**config.mk**
```make
export PLATFORM = sky130hd
export DESIGN_NAME = cim_result_writeback
export DESIGN_NICKNAME = d
export VERILOG_FILES = /design/src/rtl/cim_result_writeback.sv
export SDC_FILE = /design/constraint.sdc
export NUM_CORES = 1
export LEC_CHECK = 0
export CORE_MARGIN = 1.5
export CORE_UTILIZATION = 51
export CTS_CLUSTER_SIZE = 12
export DETAILED_ROUTE_END_ITERATION = 8
export PLACE_DENSITY = 0.87
export SETUP_SLACK_MARGIN = 0.15
export SKIP_LAST_GASP = 1
export SYNTH_ARGS = -nofsm -noshare
export SYNTH_HDL_FRONTEND = slang
export SYNTH_SLANG_ARGS = --single-unit
```
**constraint.sdc**
```tcl
create_clock -name clk -period 2.9 [get_ports clk]
set_input_delay 0.435 -clock clk [delete_from_list [all_inputs] [get_ports clk]]
set_output_delay 0.435 -clock clk [all_outputs]
set_load 0.01 [all_outputs]
```
**src/rtl/cim_result_writeback.sv**
```systemverilog
// Captures CIM results, packs them into 32-bit words, buffers them in a FIFO and
// writes them back over valid/ready with an auto-incrementing address. Optional ReLU: CIM_WB_RELU_EN.
module cim_result_writeback #(
    parameter int DEPTH = 4,
    parameter int AW    = 32,
    parameter int CNT_W = 8
) (
    input  logic             clk,
    input  logic             RSTN,
    input  logic             start,
    input  logic [AW-1:0]    base_addr,
    input  logic [CNT_W-1:0] num_results,
    input  logic             InFp,
    input  logic             cim_done,
    input  logic [21:0]      final_int,
    input  logic [7:0]       final_fp0,
    input  logic [7:0]       final_fp1,
    input  logic [7:0]       final_fp2,
    input  logic [7:0]       final_fp3,
    output logic             wb_valid,
    input  logic             wb_ready,
    output logic [AW-1:0]    wb_addr,
    output logic [31:0]      wb_data,
    output logic             busy,
    output logic             job_done,
    output logic             overflow_err
);
    localparam int PW = $clog2(DEPTH);
    localparam int OW = PW + 1;

    typedef enum logic [1:0] {IDLE, RUN, DRAIN, DONE} state_t;

    state_t           state_q, state_d;
    logic [CNT_W-1:0] cnt_q, cnt_d;
    logic [AW-1:0]    addr_q, addr_d;
    logic             ovf_q, ovf_d;
    logic             jd_q;
    logic [PW-1:0]    wr_ptr_q, rd_ptr_q;
    logic [OW-1:0]    occ_q;
    logic [31:0]      mem_q [DEPTH];

    logic        empty, full, pop, push_req, push, drop;
    logic [31:0] word;

    function automatic logic [31:0] pack_word(input logic fp_sel,
                                              input logic signed [21:0] ival,
                                              input logic [7:0] b0, input logic [7:0] b1,
                                              input logic [7:0] b2, input logic [7:0] b3);
        logic signed [31:0] iext;
        logic [7:0]         p0, p1, p2, p3;
        iext = ival;
        p0 = b0; p1 = b1; p2 = b2; p3 = b3;
`ifdef CIM_WB_RELU_EN
        if (ival < 0) iext = '0;
        if (p0[7]) p0 = 8'h00;
        if (p1[7]) p1 = 8'h00;
        if (p2[7]) p2 = 8'h00;
        if (p3[7]) p3 = 8'h00;
`endif
        return fp_sel ? {p3, p2, p1, p0} : iext;
    endfunction

    assign word     = pack_word(InFp, final_int, final_fp0, final_fp1, final_fp2, final_fp3);
    assign empty    = (occ_q == '0);
    assign full     = (occ_q == OW'(DEPTH));
    assign pop      = !empty && wb_ready;
    assign push_req = cim_done && (state_q == RUN);
    // A full FIFO still accepts a push when the head leaves on the same edge.
    assign push     = push_req && (!full || pop);
    assign drop     = push_req && full && !pop;

    always_comb begin
        state_d = state_q;
        cnt_d   = cnt_q;
        addr_d  = pop ? addr_q + AW'(4) : addr_q;
        ovf_d   = ovf_q | drop;
        case (state_q)
            IDLE: begin
                if (start) begin
                    addr_d  = base_addr;
                    cnt_d   = num_results;
                    ovf_d   = 1'b0;
                    state_d = (num_results != '0) ? RUN : DONE;
                end
            end
            RUN: begin
                // Dropped results still count towards the job length.
                if (cim_done) begin
                    cnt_d = cnt_q - CNT_W'(1);
                    if (cnt_q == CNT_W'(1)) state_d = DRAIN;
                end
            end
            DRAIN:   if (empty) state_d = DONE;
            DONE:    state_d = IDLE;
            default: state_d = IDLE;
        endcase
    end

    always_ff @(posedge clk) begin
        if (!RSTN) begin
            state_q  <= IDLE;
            cnt_q    <= '0;
            addr_q   <= '0;
            ovf_q    <= 1'b0;
            jd_q     <= 1'b0;
            wr_ptr_q <= '0;
            rd_ptr_q <= '0;
            occ_q    <= '0;
        end else begin
            state_q <= state_d;
            cnt_q   <= cnt_d;
            addr_q  <= addr_d;
            ovf_q   <= ovf_d;
            jd_q    <= (state_q == DONE);
            if (push) wr_ptr_q <= wr_ptr_q + PW'(1);
            if (pop)  rd_ptr_q <= rd_ptr_q + PW'(1);
            case ({push, pop})
                2'b10:   occ_q <= occ_q + OW'(1);
                2'b01:   occ_q <= occ_q - OW'(1);
                default: occ_q <= occ_q;
            endcase
        end
    end

    // Storage is data only; validity comes from the reset occupancy counter.
    always_ff @(posedge clk) begin
        if (push) mem_q[wr_ptr_q] <= word;
    end

    assign wb_valid     = !empty;
    assign wb_data      = empty ? 32'h0 : mem_q[rd_ptr_q];
    assign wb_addr      = addr_q;
    assign busy         = (state_q == RUN) || (state_q == DRAIN);
    assign job_done     = jd_q;
    assign overflow_err = ovf_q;
endmodule

```
==> results of run 1 <==
[through the flow]
stage / hold WS [ns] / setup slack (ns) / util (%) / total power (W) / cell area (um2)
after floorplan: 0.4580 / 0.4908 / - / 0.004943 / 8245
after global placement: 0.4484 / 0.3769 / 64.80 / 0.006208 / 10260
after detailed placement: 0.4497 / 0.2789 / 64.80 / 0.006255 / 10260
after CTS: 0.4631 / 0.1488 / 68.54 / 0.008487 / 10850
after global routing: 0.4777 / 0.1164 / 68.52 / 0.008881 / 10850
final: 0.4625 / 0.1760 / 68.52 / 0.008447 / 10850
[metal layers]
layer | vias to the layer above | wire [um]
met5 | - | 0
li1 | 2811 | -
met3 | 33 | 1674
met4 | 0 | 510
met2 | 290 | 9229
met1 | 2847 | 7609
[area by class of cell]
| class | instances | area (um2) | share of cell area, % |
|---|---|---|---|
| Clock buffer | 18 | 429.2 | 3.957 |
| Tap cell | 216 | 270.3 | 2.492 |
| Sequential cell | 181 | 4906 | 45.24 |
| Timing Repair Buffer | 189 | 1922 | 17.72 |
| Clock inverter | 14 | 130.1 | 1.200 |
| Inverter | 16 | 60.06 | 0.5538 |
| Multi-Input combinational cell | 403 | 3128 | 28.84 |
[timing repair]
item	4_1_cts	5_1_grt
resized for setup	0	2
cloned	1	0
endpoints found under the setup margin	2	16
[logic make-up after synthesis]
group                      count (synthesis)  share of synthesized area (%)
AOI/OAI and AO/OA                        116                          9.029
xor gates and xnor gates                   9                         0.9559
adders and majority gates                 12                          1.912
buffers and inverters                     54                          2.625
DFF                                      181                          59.48
muxes                                     53                          11.61
and+or+nand+nor                          213                          14.39
[power groups by stage]
| stage | sequential (W) | combinational, W | clock [W] |
|---|---|---|---|
| after floorplan | 0.00343 | 0.00151 | 0 |
| after global placement | 0.00345 | 0.00276 | 0 |
| after detailed placement | 0.00345 | 0.00280 | 0 |
| after CTS | 0.00341 | 0.00285 | 0.00222 |
| after global routing | 0.00346 | 0.00309 | 0.00233 |
| final | 0.00342 | 0.00283 | 0.00219 |
[cell usage in the layout (no fill, tap or decap), types with 15 or more instances in the layout]
cell type	count
and2_1	36
mux2_2	21
inv_1	15
buf_4	16
edfxtp_1	128
a21oi_1	21
clkbuf_16	17
clkdlybuf4s50_1	166
nor2_1	21
mux4_2	32
a31oi_1	15
o21ai_0	36
o31ai_1	15
nand2_1	53
dfxtp_1	52
[worst max path at each step]
stage                                 start                     to  slack [ns]
global placement                   wb_ready  occ_q[2]$_SDFFE_PN0P_        0.38
finish                                 flop             wb_data[2]        0.18
global route                           flop            wb_data[11]        0.12
CTS                                    flop             wb_data[9]        0.15
detailed placement                 wb_ready  occ_q[2]$_SDFFE_PN0P_        0.28
floorplan           state_q[1]$_SDFFE_PN0P_  mem_q[1][0]$_DFFE_PP_        0.49
[worst max-delay path, stage by stage (launching register included)]
cell             delay [ns]
dfxtp_2                0.42
buf_16                 0.20
mux4_2                 0.57
and2_1                 0.19
clkdlybuf4s50_1        0.48
[state kept, by name, summed over array words and instances (netlist names), named ones only]
| register | flops |
|---|---|
| occ_q | 3 |
| wb_addr | 32 |
| job_done | 1 |
| state_q | 2 |
| cnt_q | 8 |
| wr_ptr_q | 2 |
| overflow_err | 1 |
| mem_q | 128 |
| rd_ptr_q | 2 |
[synth_stat cells (all sizes together)]
library cell | n | share of area (%)
nand2b | 5 | 0.38
a311oi | 4 | 0.42
buf | 7 | 0.49
a21o | 3 | 0.27
ha | 11 | 1.7
xor2 | 4 | 0.42
a21oi | 21 | 1.3
and4b | 3 | 0.36
nor3 | 12 | 0.79
o211ai | 1 | 0.091
a31oi | 15 | 1.1
clkinv | 1 | 0.045
o21ai | 36 | 2.2
and2 | 39 | 3.0
and3 | 8 | 0.61
nor4b | 2 | 0.21
nand3 | 13 | 0.85
nand2 | 53 | 2.4
mux2 | 21 | 2.9
dfxtp | 53 | 13
fa | 1 | 0.24
a32oi | 3 | 0.32
o31ai | 16 | 1.5
o31a | 3 | 0.35
edfxtp | 128 | 47
a41oi | 1 | 0.11
o311a | 2 | 0.24
nor2 | 21 | 0.96
clkbuf | 31 | 1.4
o21a | 4 | 0.36
o2bb2ai | 1 | 0.11
nor3b | 2 | 0.18
a211oi | 4 | 0.36
nor2b | 4 | 0.30
mux4 | 32 | 8.7
nand4 | 12 | 0.99
o221a | 2 | 0.27
inv | 15 | 0.68
and4 | 5 | 0.53
or3 | 7 | 0.53
nor4 | 11 | 0.83
or4 | 15 | 1.4
xnor2 | 5 | 0.53
or2 | 1 | 0.076
==> flow_summary_export.csv, run 1 <==
group,metric,value,unit
worst_hold_path,min_from,"wb_addr[0]$_SDFFE_PN0P_",
critical_path,start_kind,"flop",
critical_path,r2r_end,"occ_q[2]$_SDFFE_PN0P_",
placed_design,place_congestion,0.8346,
floorplan,io_pins,168,
timing,worst_slew_pin_slew,0.6569,ns
critical_path,critPathKind,"reg -> out",
power_and_ir_drop,cellLeakagePower,3.619,nW
timing,timing.fmax,0.3671,GHz
timing,drv_slew,0,
synth,netlist_area,8245,um2
critical_path,reg2reg_depth,8,
clock_network,cts_max_path_buffers,2,
clock_network,tritoncts,"built",
clock_network,clk-insertion-delay-late,0.43,ns
power_and_ir_drop,switching_share,32.05,%
worst_hold_path,hold_class,"reg -> reg",
clock_network,numCtsBuffers,17,
synth,yosysSeqAreaShare,59.48,%
timing,fin_skew,0.01226,ns
placed_design,place_hpwl,12.17,mm
timing,finalSetupTns,0,ns
global_route,met1_usage,28.94,%
clock_network,cts_root_buf,"clkbuf_16",
floorplan,dieHeight,130.2,um
layout,nets,920,
layout,drive_above_1_share,14.62,%
floorplan,core,15830,um2
global_route,grt.busiest_layer,"met2",
power_and_ir_drop,vdd_drop_max,0.4633,mV
global_route,track_usage,23.31,%
floorplan,initial_core_util,52.09,%
drt,dr.pass1.iters,5,
drt,postRouteAntennaNets,0,
synth,synth_seq_cells,181,
synth,avgSynthCellArea,12.92,um2
timing,rsz0062_at_grt,"yes",
floorplan,die_w,130.2,um
layout,syn2layout_area_growth,31.53,%
power_and_ir_drop,internal_power,0.005740,W
layout,final_cell_count_no_fill,1037,
placed_design,place_inst,1004,
layout,n_antenna_cell,0,
global_route,grt_pass1_vias,5893,
clock_network,clkTransAtPathRegs,0.07,ns
timing,hold_violations,0,
run_status,run_status,"finished, final reports clean",
clock_network,postCtsHoldBufs,0,
drt,vias_per_cell,5.768,
global_route,grt_overflow,0,
global_route,grt_use_met2,39.38,%
timing,setup_viol_count_final,0,
global_route,antenna_found_initial,0,
critical_path,r2r_start,"state_q[1]$_SDFFE_PN0P_",
synth,ys_types,52,
layout,nFillCells,1065,
drt,wl,19.02,mm
critical_path,cp.arrival,2.29,ns
power_and_ir_drop,powerDensity,778.9,nW/um2
global_route,gr-usage-met3,5.781,%
power_and_ir_drop,power.switching,0.002708,W
power_and_ir_drop,pwr-share-seq,40.5,%
drt,drc,0,
floorplan,die_area,16940,um2
synth,syn-num-nets,750,
floorplan,std_cell_rows,46,
placed_design,io_buffers,167,
timing,slew_headroom,55.87,%
flow_run,cap_violations,0,
drt,post_drt_wl_per_cell,18.35,um
power_and_ir_drop,clkPwrFrac,26.0,%
timing,post-route-min-period,2.724,ns
critical_path,required,2.47,ns
critical_path,reg2reg_slack,0.74,ns
worst_hold_path,holdPathEnd,"wb_addr[0]$_SDFFE_PN0P_",
clock_network,cts_sinks,181,
synth,yosysWarningCount,0,
clock_network,htreeDepth,4,
synth,synthCells,638,
clock_network,cts_setup_buffers,0,
drt,drt-initial-drc-count,426,
timing,finalCritPeriodShare,93.93,%
critical_path,critPathCaptureType,"output port",
power_and_ir_drop,p_comb_share,33.5,%
global_route,grt_start_max_net_pins,34,
worst_hold_path,hold_depth,2,
critical_path,worstPathMaxFanout,16,
drt,vias,5981,
global_route,grt_pass1_wl,30.04,mm
(Power assumes the default switching activity.)
==> inputs of run 2 (changes only) <==
ABC_AREA = 1   (was default)
CELL_PAD_IN_SITES_DETAIL_PLACEMENT = 1   (was default)
CELL_PAD_IN_SITES_GLOBAL_PLACEMENT = 2   (was default)
CORE_UTILIZATION = 31   (was 51)
PLACE_DENSITY = 0.88   (was 0.87)
SETUP_SLACK_MARGIN = default   (was 0.15)
==> flow_summary_export.csv, run 2 <==
group,metric,value,unit
clock_network,cts_setup_buffers,0,
timing,fin_skew,0.01894,ns
critical_path,cp.arrival,2.30,ns
clock_network,postCtsHoldBufs,0,
global_route,grt_overflow,0,
drt,vias,7312,
layout,drive_above_1_share,6.902,%
power_and_ir_drop,cellLeakagePower,4.608,nW
clock_network,cts_root_buf,"clkbuf_16",
clock_network,cts_max_path_buffers,2,
drt,wl,25.01,mm
timing,rsz0062_at_grt,"no",
drt,vias_per_cell,4.666,
placed_design,place_congestion,0.7965,
layout,largest_reg_flops,128,
clock_network,clk-insertion-delay-late,0.43,ns
synth,synth-edff-count,128,
drt,post_drt_wl_per_cell,15.96,um
clock_network,numCtsBuffers,17,
global_route,grt_pass1_wl,39.43,mm
synth,ys_types,41,
global_route,antenna_found_initial,4,
layout,layout_commonest_cell,"nand2_1",
floorplan,die_w,171.1,um
global_route,grt_start_max_net_pins,65,
synth,avgSynthCellArea,8.598,um2
clock_network,clkTransAtPathRegs,0.07,ns
floorplan,initial_core_util,31.53,%
placed_design,dp_worst_setup_slack,0.4302,ns
clock_network,htreeDepth,4,
timing,finalCritPeriodShare,94.35,%
synth,netlist_area,8761,um2
synth,synthArstFlopShare,0,%
synth,synth_seq_cells,181,
placed_design,place_hpwl,17.19,mm
timing,hold_slack,0.4739,ns
synth,synth_area_leader_cell,"edfxtp_1",
drt,postRouteAntennaNets,0,
critical_path,required,2.47,ns
flow_run,cap_violations,0,
synth,ys.flop_type,"edfxtp_1",
synth,yosys-top-cells-count,"nand2_1 (254), nor2_1 (180), edfxtp_1 (128)",
critical_path,critPathKind,"reg -> out",
timing,drv_slew,0,
synth,yosysSeqAreaShare,55.98,%
global_route,grt_pass1_vias,7633,
timing,finalSetupTns,0,ns
critical_path,critPathCaptureType,"output port",
floorplan,core,27780,um2
layout,top_register,"mem_q",
global_route,track_usage,17.39,%
power_and_ir_drop,power,0.009696,W
synth,synth_top_area_share,43.87,%
timing,hold_violations,0,
timing,timing.fmax,0.3655,GHz
timing,final.setup.worst_slack,0.1639,ns
critical_path,start_kind,"flop",
synth,synth.area.top_cells,"edfxtp_1 (44%), dfxtp_1 (12%), nand2_1 (11%)",
layout,syn2layout_area_growth,31.86,%
floorplan,io_pins,168,
synth,synthCells,1019,
timing,worst_slew_pin_slew,0.5154,ns
synth,syn-num-nets,1131,
power_and_ir_drop,vdd_drop_max,0.3236,mV
drt,drc,0,
power_and_ir_drop,powerDensity,839.3,nW/um2
clock_network,cts_sinks,181,
run_status,run_status,"finished, final reports clean",
floorplan,die_area,29280,um2
layout,mostFrequentLayoutCells,"nand2_1 (254), nor2_1 (176), clkdlybuf4s50_1 (167)",
synth,yosysWarningCount,0,
floorplan,std_cell_rows,61,
floorplan,dieHeight,171.1,um
timing,setup_viol_count_final,0,
synth,synth_most_common_cell,"nand2_1",
clock_network,tritoncts,"built",
timing,post-route-min-period,2.736,ns
timing,slew_headroom,65.64,%
worst_hold_path,hold_class,"reg -> reg",
critical_path,worstPathMaxFanout,32,
drt,drt-initial-drc-count,311,
layout,nets,1288,
drt,dr.pass1.iters,4,
placed_design,io_buffers,167,
-- run 2: metal layers --
metal	routed length, um	global-route usage [%]	vias up
li1	-	-	3660
met1	11280	21.03	3471
met2	12070	30.86	155
met3	1417	4.511	22
met4	219	3.890	4
met5	21	0	-
-- run 2: path summary, 6_finish.rpt --
check / endpoint / startpoint / slack (ns) / depth (start not counted)
worst max-delay path: wb_data[1] / flop / 0.16 / 7
worst min-delay path: flop / rd_ptr_q[1]$_SDFFE_PN0N_ / 0.47 / 2
worst max register to register: cnt_q[3]$_SDFFE_PN0P_ / state_q[1]$_SDFFE_PN0P_ / 0.64 / 8
worst min register to register: flop / rd_ptr_q[1]$_SDFFE_PN0N_ / 0.47 / 2
-- run 2: report_power, final --
group	switching [W]	internal [W]
sequential	0.000356	0.00317
clock	0.00111	0.00115
combinational	0.00221	0.00170
-- run 2: kinds of logic (layout without fill, tap and decap cells) --
logic type / after synthesis / count (layout) / share of synthesized area (%)
and+or+nand+nor: 520 / 520 / 25.72
adders and majority gates: 12 / 12 / 1.799
DFF: 181 / 181 / 55.98
buffers and inverters: 131 / 300 / 5.784
AOI/OAI and AO/OA: 166 / 166 / 9.812
other: 0 / 1 / 0
xor gates and xnor gates: 9 / 9 / 0.8997
-- run 2: final cells by class --
cell class | instances | area [um2]
diodes | 1 | 2.502
multi-input cells | 707 | 3379
clock buffers | 17 | 425.4
flip-flops and latches | 181 | 4906
inverters | 87 | 330.3
repair buffers | 182 | 1879
clock inverters | 14 | 156.4
fillers | 3278 | 16230
well taps | 378 | 473.0
-- run 2: worst max-delay path, stage by stage, from the launching register on --
cell	delay, ns
dfxtp_1	0.31
buf_4	0.19
inv_1	0.06
buf_4	0.26
nor2_1	0.13
o21ai_0	0.09
a21oi_1	0.24
clkdlybuf4s50_1	0.58
-- run 2: what timing repair did --
item                       in CTS  in global routing
pin swaps                       0                  0
resized for setup               1                  3
setup endpoints to repair       6                  9
-- run 2: through the flow --
| stage | cells | utilization [%] | cell area (um2) |
|---|---|---|---|
| after global routing | 1566 | 41.57 | 11550 |
| after detailed placement | 1535 | 39.44 | 10960 |
| after CTS | 1566 | 41.55 | 11540 |
| after global placement | 1535 | 39.44 | 10960 |
| after floorplan | 1019 | - | 8761 |
| final | 1567 | 41.58 | 11550 |
==> inputs of run 3 (changes only) <==
ABC_AREA = default   (was 1)
CORE_UTILIZATION = 37   (was 31)
PLACE_DENSITY = 0.93   (was 0.88)
clock period = 3.5 ns   (was 2.9 ns; I/O delays follow)
==> flow_summary_export.csv, run 3 (same netlist as run 1, synthesis figures left out) <==
group,metric,value,unit
layout,fin_util,49.63,%
timing,drv_slew,0,
critical_path,required,2.97,ns
layout,final_cell_count_no_fill,1098,
timing,post-route-min-period,3.113,ns
clock_network,numCtsBuffers,17,
power_and_ir_drop,internal_power,0.004723,W
placed_design,detailed_place.area,10250,um2
timing,finalCritPeriodShare,88.94,%
timing,hold_violations,0,
drt,postRouteAntennaNets,0,
power_and_ir_drop,power,0.007020,W
timing,timing.fmax,0.3213,GHz
critical_path,worstPathMaxFanout,14,
critical_path,critPathCaptureType,"output port",
placed_design,io_buffers,167,
timing,rsz0062_at_grt,"no",
power_and_ir_drop,vdd_drop_max,0.3464,mV
power_and_ir_drop,p_comb_share,32.8,%
power_and_ir_drop,cellLeakagePower,3.567,nW
clock_network,clkTransAtPathRegs,0.07,ns
clock_network,cts_sinks,181,
clock_network,cts_max_path_buffers,2,
critical_path,critPathKind,"reg -> out",
drt,vias_per_cell,5.326,
power_and_ir_drop,power.switching,0.002296,W
drt,met2WireLength,10.34,mm
layout,layout_commonest_cell,"clkdlybuf4s50_1",
layout,mostFrequentLayoutCells,"clkdlybuf4s50_1 (167), edfxtp_1 (128), nand2_1 (53)",
global_route,antenna_found_initial,0,
clock_network,tritoncts,"built",
layout,syn2layout_area_growth,31.35,%
drt,met1_length,9.397,mm
drt,drc,0,
timing,slew_headroom,32.80,%
clock_network,postCtsHoldBufs,0,
global_route,grt_pass1_vias,6190,
timing,fin_skew,0.01890,ns
clock_network,clk-insertion-delay-late,0.43,ns
layout,largest_reg_flops,128,
drt,post_drt_wl_per_cell,19.21,um
power_and_ir_drop,powerDensity,648.1,nW/um2
flow_run,cap_violations,0,
placed_design,place_hpwl,14.67,mm
global_route,grt_start_max_net_pins,35,
drt,wl,21.09,mm
global_route,track_usage,18.57,%
global_route,grt_pass1_wl,34.00,mm
clock_network,htreeDepth,4,
floorplan,core,21820,um2
drt,vias,5848,
floorplan,die_area,23190,um2
timing,setup_viol_count_final,0,
drt,dr.pass1.iters,4,
placed_design,place_inst,1065,
layout,drive_above_1_share,13.83,%
floorplan,initial_core_util,37.78,%
critical_path,start_kind,"flop",
clock_network,cts_setup_buffers,0,
floorplan,dieHeight,152.3,um
critical_path,cp.arrival,2.59,ns
power_and_ir_drop,clkPwrFrac,26.5,%
floorplan,std_cell_rows,54,
drt,wl_met3,1.160,mm
layout,top_register,"mem_q",
power_and_ir_drop,pwr-share-seq,40.7,%
power_and_ir_drop,switching_share,32.71,%
drt,top_layer,"met4",
worst_hold_path,hold_depth,2,
clock_network,cts_root_buf,"clkbuf_16",
layout,nets,916,
timing,finalSetupTns,0,ns
run_status,run_status,"finished, final reports clean",
drt,drt-initial-drc-count,338,
floorplan,io_pins,168,
placed_design,place_congestion,0.7540,
timing,worst_slew_pin_slew,1.007,ns
layout,fin_area,10830,um2
worst_hold_path,hold_class,"reg -> reg",
clock_network,cts-resized-gates,0,
critical_path,reg2reg_depth,9,
global_route,grt_overflow,0,
floorplan,die_w,152.3,um
-- run 3: cell types whose count changed in the layout (fill, tap and decap cells not counted), moves of 11 or more --
| cell | change |
|---|---|
| nand3_1 | -22 |
| and2_1 | +37 |
| nor2_1 | -155 |
| o31ai_1 | +15 |
| a31oi_1 | +12 |
| nor2_4 | -11 |
| buf_4 | +11 |
| mux2_2 | +21 |
| nand2_1 | -201 |
| inv_1 | -67 |
| or4_1 | +14 |
| a21oi_1 | -32 |
| o21ai_0 | -60 |
| mux4_2 | +32 |
-- run 3: cell type report --
| type | count | area [um2] |
|---|---|---|
| clock inverters | 14 | 151.4 |
| flip-flops and latches | 181 | 4906 |
| multi-input cells | 403 | 3124 |
| diodes | 1 | 2.502 |
| repair buffers | 185 | 1807 |
| fillers | 2274 | 10990 |
| inverters | 16 | 60.06 |
| well taps | 280 | 350.3 |
| clock buffers | 18 | 429.2 |
-- run 3: path summary, 6_finish.rpt --
check	startpoint	endpoint	slack [ns]
max reg2reg	state_q[1]$_SDFFE_PN0P_	occ_q[2]$_SDFFE_PN0P_	1.11
max	flop	wb_data[20]	0.39
min	wb_addr[1]$_SDFFE_PN0P_	wb_addr[1]$_SDFFE_PN0P_	0.46
min reg2reg	wb_addr[1]$_SDFFE_PN0P_	wb_addr[1]$_SDFFE_PN0P_	0.46
-- run 3: critical path: stages (launching register included) --
cell and delay, ns:
dfxtp_2 0.64, buf_4 0.35, mux4_2 0.53, and2_1 0.17, clkdlybuf4s50_1 0.48
-- run 3: per-stage QoR --
stage	setup slack (ns)	hold WS [ns]
6_report	0.3872	0.4618
5_1_grt	0.1709	0.4927
4_1_cts	0.3176	0.4680
3_5_place_dp	0.7421	0.4577
3_3_place_gp	0.8143	0.4471
2_1_floorplan	1.091	0.4580
-- run 3: power by group through the flow --
stage | Clock (W) | Sequential [W] | Combinational, W
finish | 0.00186 | 0.00286 | 0.00230
global route | 0.00200 | 0.00291 | 0.00253
CTS | 0.00191 | 0.00286 | 0.00233
detailed placement | 0 | 0.00291 | 0.00232
global placement | 0 | 0.00289 | 0.00227
floorplan | 0 | 0.00284 | 0.00125
-- run 3: routing by layer --
metal	up-vias	global-route usage, %
met5	-	0
met4	0	4.485
met3	18	4.636
met2	158	30.49
met1	2872	24.75
li1	2800	-
==> patch 1 (config.mk and constraints of run 1) <==
The parameter `AW` goes from 32 to 48.
--- a/src/rtl/cim_result_writeback.sv
+++ b/src/rtl/cim_result_writeback.sv
@@ -2,7 +2,7 @@
 // writes them back over valid/ready with an auto-incrementing address. Optional ReLU: CIM_WB_RELU_EN.
 module cim_result_writeback #(
     parameter int DEPTH = 4,
-    parameter int AW    = 32,
+    parameter int AW    = 48,
     parameter int CNT_W = 8
 ) (
     input  logic             clk,
Ports: changed (resized base_addr and wb_addr); port bits go from 168 to 200. No check against the original RTL was run, so the function may have changed too.
==> patch 1 against run 1 <==
Combinational power is 33% higher. Die area rose by 14%. Largest power group unchanged. Register-to-register slack got worse by 0.23 ns. Sequential cell count grew 16. Via count up 24%. Routed wire length increased by 21%. Final area up 13%. Hold slack better by 0.0027 ns. Setup slack better by 0.058 ns. Total power up 18%. Area after synthesis up 14%.
==> patch 1: results (changes against run 1) <==
| Metric | Value |
|---|---|
| EDFF count, synth | 128 (unchanged) |
| Place WS | 0.244 ns (was 0.279 ns) |
| Routability cong. | 0.869 (was 0.835) |
| Largest register by flop count | mem_q (unchanged) |
| CTS Buffer Depth | 2 (unchanged) |
| Iteration-0 DRC Markers | 550 (was 426) |
| Worst Hold Class | reg -> reg (unchanged) |
| Syn Nets | 925 (was 750) |
| Post-synth top flop | edfxtp_1 (unchanged) |
| Max VDD drop | 0.559 mV (was 0.463 mV) |
| Share of flip-flops with an asynchronous set or reset | 0 (unchanged) |
| Synth warn | 0 (unchanged) |
| Clk Latency, worst-skew pair | 0.43 ns (about the same) |
| Worst R2R Start | wb_addr[22] (was state_q[1]) |
| Highest routed metal layer | met4 (unchanged) |
| Largest cells by area after synthesis | edfxtp_1, dfxtp_1, mux4_2, and2_1, mux2_2 (unchanged) |
| Placed cell areas | 0.0117 sq mm (was 0.0103 sq mm) |
| Met2 wire len | 11,300 um (was 9230 um) |
| Initial antenna violation count | 1 (was 0) |
| Vias in the first global route | 7,019 (was 5,893) |
| Clock Tree Root | clkbuf_16 (unchanged) |
| Final net count | 1,106 (was 920) |
| Share of cells above drive strength 1 | 0.114 (was 0.146) |
| Cell depth of the worst flop-to-flop path | 4 (was 8) |
| Critical R2R Capture | wb_addr[33] (was occ_q[2]) |
| First-pass GRT wire length | 36,200 um (was 30,000 um) |
| DR vias | 7,442 (was 5,981) |
| Status | complete, no violations (unchanged) |
| Worst Skew | 0.0151 ns (was 0.0123 ns) |
| Library cells used by synthesis | 53 (was 52) |
| Worst-margin pin slew | 0.637 ns (was 0.657 ns) |
| HP Start | wb_addr[0] (unchanged) |
| Fillers | 1,311 (was 1,065) |
| H-Tree Depth | 4 (unchanged) |
| CP arrival | 2.23 ns (was 2.29 ns) |
| Met3 wire len | 1770 um (was 1670 um) |
| Top cells by count, synth | edfxtp_1, dfxtp_1, nand2_1 (unchanged) |
| Largest register FFs | 128 (unchanged) |
| Drt first pass iters | 6 (was 5) |
| Port buffer count | 199 (was 167) |
| Cts bufs inserted | 17 (unchanged) |
| FF-to-FF setup slack | 0.51 ns (was 0.74 ns) |
| M1 wire length | 9440 um (was 7610 um) |
| Largest net degree at the start of global routing | 49 (was 34) |
| Post-DP HPWL | 15,200 um (was 12,200 um) |
| Pleak | 4.08 nW (was 3.62 nW) |
| Critical Path Sink | wb_data[16] (was wb_data[2]) |
| Final hold violations | 0 (unchanged) |
| Clk pin slew, worst setup/hold paths | 0.07 ns (about the same) |
| Crit start category | flip-flop (unchanged) |
| GR Util All Layers | 0.234 (was 0.233) |
| Sequential cell area fraction in the yosys report | 0.556 (was 0.595) |
| Routed wire per std cell | 18.9 um (was 18.3 um) |
| Setup bufs post-CTS | 0 (unchanged) |
| CP Max Fanout | 16 (unchanged) |
patch 1: cell count changes in the layout (fill, tap and decap cells not counted), sizes merged, moves of 5 or more:
cell,before,now
and2,39,52
clkdlybuf4s50,166,199
a21oi,21,15
dfxtp,53,69
a211oi,4,22
nand3,13,30
nor4,11,25
o41a,0,14
or3,7,14
o21ai,36,42
or4,15,20
nor2,21,49
nand2,53,59
patch 1: timing repair:
item / 4_1_cts / 5_1_grt
gates resized for setup: 0 / 0
hold buffers: 0 / 0
setup endpoints to repair: 0 / 15
endpoints found under the hold margin: 0 / 0
patch 1: area by class of cell:
type | count | area share
diodes | 1 | 0.000203
repair buffers | 221 | 0.183
multi-input cells | 523 | 0.313
inverters | 18 | 0.00549
clock inverters | 13 | 0.0158
flip-flops and latches | 197 | 0.425
well taps | 229 | 0.0233
clock buffers | 17 | 0.0346
patch 1: power breakdown:
| group | total (mW) | switching [mW] | internal, mW |
|---|---|---|---|
| clock | 2.48 | 1.03 | 1.45 |
| sequential | 3.77 | 0.395 | 3.38 |
| combinational | 3.75 | 1.73 | 2.02 |
patch 1: cell families (layout without fill, tap and decap cells):
kind of cell,Yosys count,after routing,synth area share
and+or+nand+nor,301,301,0.171
muxes,53,53,0.102
xor gates and xnor gates,10,10,0.00932
DFF,197,197,0.556
AOI/OAI and AO/OA,147,147,0.111
adders and majority gates,12,12,0.0168
buffers and inverters,77,269,0.0341
other,0,1,0
patch 1: critical path, stage by stage, from the launching register on:
cell and delay (ns):
dfxtp_2 0.39, buf_12 0.20, mux4_2 0.52, and2_1 0.18, clkdlybuf4s50_1 0.51
patch 1: worst min-delay path by stage:
stage | slack [ns] | depth (start not counted) | endpoint
floorplan | 0.47 | 2 | cnt_q[1]
global placement | 0.45 | 2 | wb_addr[0]
detailed placement | 0.46 | 2 | wb_addr[1]
CTS | 0.47 | 2 | wb_addr[0]
global route | 0.48 | 2 | wb_addr[0]
finish | 0.47 | 2 | wb_addr[0]
patch 1: metrics by stage:
step	std cells	utilization	hold slack, ns	total power [mW]
3_3_place_gp	1187	0.647	0.450	7.41
5_1_grt	1218	0.683	0.484	10.5
2_1_floorplan	797	-	0.468	5.83
3_5_place_dp	1187	0.647	0.460	7.53
6_report	1219	0.683	0.465	10.0
4_1_cts	1217	0.681	0.472	10.0
patch 1: layer usage:
metal,track usage,vias up
met1,0.308,3600
met5,0,-
met2,0.385,366
li1,-,3433
met3,0.0445,43
met4,0.0954,0
==> patch 2 (settings of run 1) <==
Made on the original files. The 4 states of `state_t` get a one-hot encoding in 4 bits.
--- a/src/rtl/cim_result_writeback.sv
+++ b/src/rtl/cim_result_writeback.sv
@@ -28,7 +28,7 @@
     localparam int PW = $clog2(DEPTH);
     localparam int OW = PW + 1;
 
-    typedef enum logic [1:0] {IDLE, RUN, DRAIN, DONE} state_t;
+    typedef enum logic [3:0] {IDLE = 4'b0001, RUN = 4'b0010, DRAIN = 4'b0100, DONE = 4'b1000} state_t;
 
     state_t           state_q, state_d;
     logic [CNT_W-1:0] cnt_q, cnt_d;
Check against the original RTL: no difference found for any inputs over 4 cycles, from zero or initial values and one cycle with RSTN low; so few cycles prove little.
==> patch 2 against run 1 <==
Total power is 13% lower. Final area is 1.4% higher. Setup slack better by 0.051 ns. Sequential cell count is 2 higher. Maximum frequency is 1.9% higher. Core utilization is 0.70 points higher. Critical path depth is 1 lower. Largest cell class unchanged. Area after synthesis is 0.30% higher. Die area is 0.30% higher. Routed wire length is 2.7% higher.
==> patch 2: results (changes against run 1) <==
| Metric | Value |
|---|---|
| Status | complete, no violations (unchanged) |
| Post-DP HPWL | 13,000 um (was 12,200 um) |
| Worst R2R Start | wb_addr[2] (was state_q[1]) |
| Area of the mapped netlist | 0.00827 sq mm (was 0.00825 sq mm) |
| Worst Hold Class | reg -> reg (unchanged) |
| GRT met2 Usage | 0.408 (was 0.394) |
| Share of cells above drive strength 1 | 0.145 (was 0.146) |
| Largest register by flop count | mem_q (unchanged) |
| Post-Synth Adder-Cell Area | 0.0130 (was 0.0191) |
| FF-to-FF setup slack | 0.64 ns (was 0.74 ns) |
| Final net count | 929 (was 920) |
| Relative slew slack | 0.576 (was 0.559) |
| Largest cells by area after synthesis | edfxtp_1, dfxtp_1, mux4_2, mux2_2, and2_1 (was edfxtp_1, dfxtp_1, mux4_2, and2_1, mux2_2) |
| M1 GR Usage | 0.295 (was 0.289) |
| Vias in the first global route | 6,049 (was 5,893) |
| Largest net degree at the start of global routing | 35 (was 34) |
| Syn Nets | 751 (was 750) |
| Pleak | 3.62 nW (about the same) |
| Worst Skew | 0.0101 ns (was 0.0123 ns) |
| Top cells by count, synth | edfxtp_1, dfxtp_1, nand2_1 (unchanged) |
| Routed wire per std cell | 18.6 um (was 18.3 um) |
| Mux contribution to synthesized area | 0.121 (was 0.116) |
| Synth Area in Compound Gates | 0.0861 (was 0.0903) |
| Cts bufs inserted | 17 (unchanged) |
| Initial antenna violation count | 1 (was 0) |
| First-pass GRT wire length | 30,700 um (was 30,000 um) |
| Routability cong. | 0.868 (was 0.835) |
| Sequential cell area fraction in the yosys report | 0.598 (was 0.595) |
| Library cells used by synthesis | 59 (was 52) |
| M3 GR Usage | 0.0779 (was 0.0578) |
| Sw frac | 0.276 (was 0.321) |
| GR Util All Layers | 0.240 (was 0.233) |
| CP Max Fanout | 14 (was 16) |
| DR vias | 6,087 (was 5,981) |
| Max VDD drop | 0.480 mV (was 0.463 mV) |
[patch 2: cell count changes after synthesis, sizes merged, moves of 5 or more]
| cell | delta |
|---|---|
| o31ai | -9 |
| xnor2 | +6 |
| nor3 | +5 |
| a2111oi | +5 |
| and3 | -6 |
| o21ai | -5 |
[patch 2: logic make-up (layout without fill, tap and decap cells)]
kind of cell	Yosys count	after routing
AOI/OAI and AO/OA	110	110
adders and majority gates	8	8
other	0	1
DFF	183	183
muxes	57	57
and+or+nand+nor	218	218
xor gates and xnor gates	14	14
buffers and inverters	53	244
[patch 2: power groups by stage]
stage	registers, mW	clock network [mW]	logic [mW]
after floorplan	3.09	0	0.986
after global placement	3.11	0	1.86
after detailed placement	3.12	0	1.89
after CTS	3.06	2.34	1.97
after global routing	3.08	2.45	2.10
final	3.07	2.30	1.94
[patch 2: area by class of cell]
cell class | count | area (sq um)
diodes | 1 | 2.50
clock buffers | 18 | 429
clock inverters | 14 | 164
fillers | 1148 | 4890
inverters | 17 | 63.8
multi-input cells | 407 | 3140
flip-flops and latches | 183 | 4950
well taps | 216 | 270
repair buffers | 195 | 1980
[patch 2: worst max-delay path: stages (launching register included)]
cell             delay (ns)
dfxtp_1                0.39
or4b_4                 0.68
nand2b_1               0.16
clkdlybuf4s50_1        0.58
[patch 2: worst max path at each step]
stage          startpoint     endpoint  slack (ns)  cells past startpoint
2_1_floorplan  state_q[3]  mem_q[1][0]        0.26                      3
3_3_place_gp     wb_ready  wb_addr[25]        0.42                      5
3_5_place_dp     wb_ready  wb_addr[25]        0.36                      5
4_1_cts         flip-flop   wb_data[3]        0.18                      4
5_1_grt        state_q[1]         busy        0.15                      3
6_report       state_q[3]         busy        0.23                      3
[patch 2: stage by stage]
step	utilization	instance area (sq um)	hold WS (ns)	setup WS [ns]	cells
floorplan	-	8270	0.458	0.264	643
global placement	0.652	10400	0.450	0.422	1016
detailed placement	0.652	10400	0.453	0.364	1016
CTS	0.692	11000	0.465	0.181	1050
global route	0.692	11000	0.484	0.152	1051
finish	0.692	11000	0.465	0.227	1051
[patch 2: metal layers]
metal  wire (um)  vias to the layer above
met4         398                        0
met2        9550                      264
li1            -                     2831
met5           0                        -
met1        7970                     2956
met3        1630                       36
[patch 2: what timing repair did]
action,in CTS,in global routing
cloned,1,0
setup endpoints to repair,28,6
hold buffers,0,0
resized for setup,3,1
setup buffers,1,0
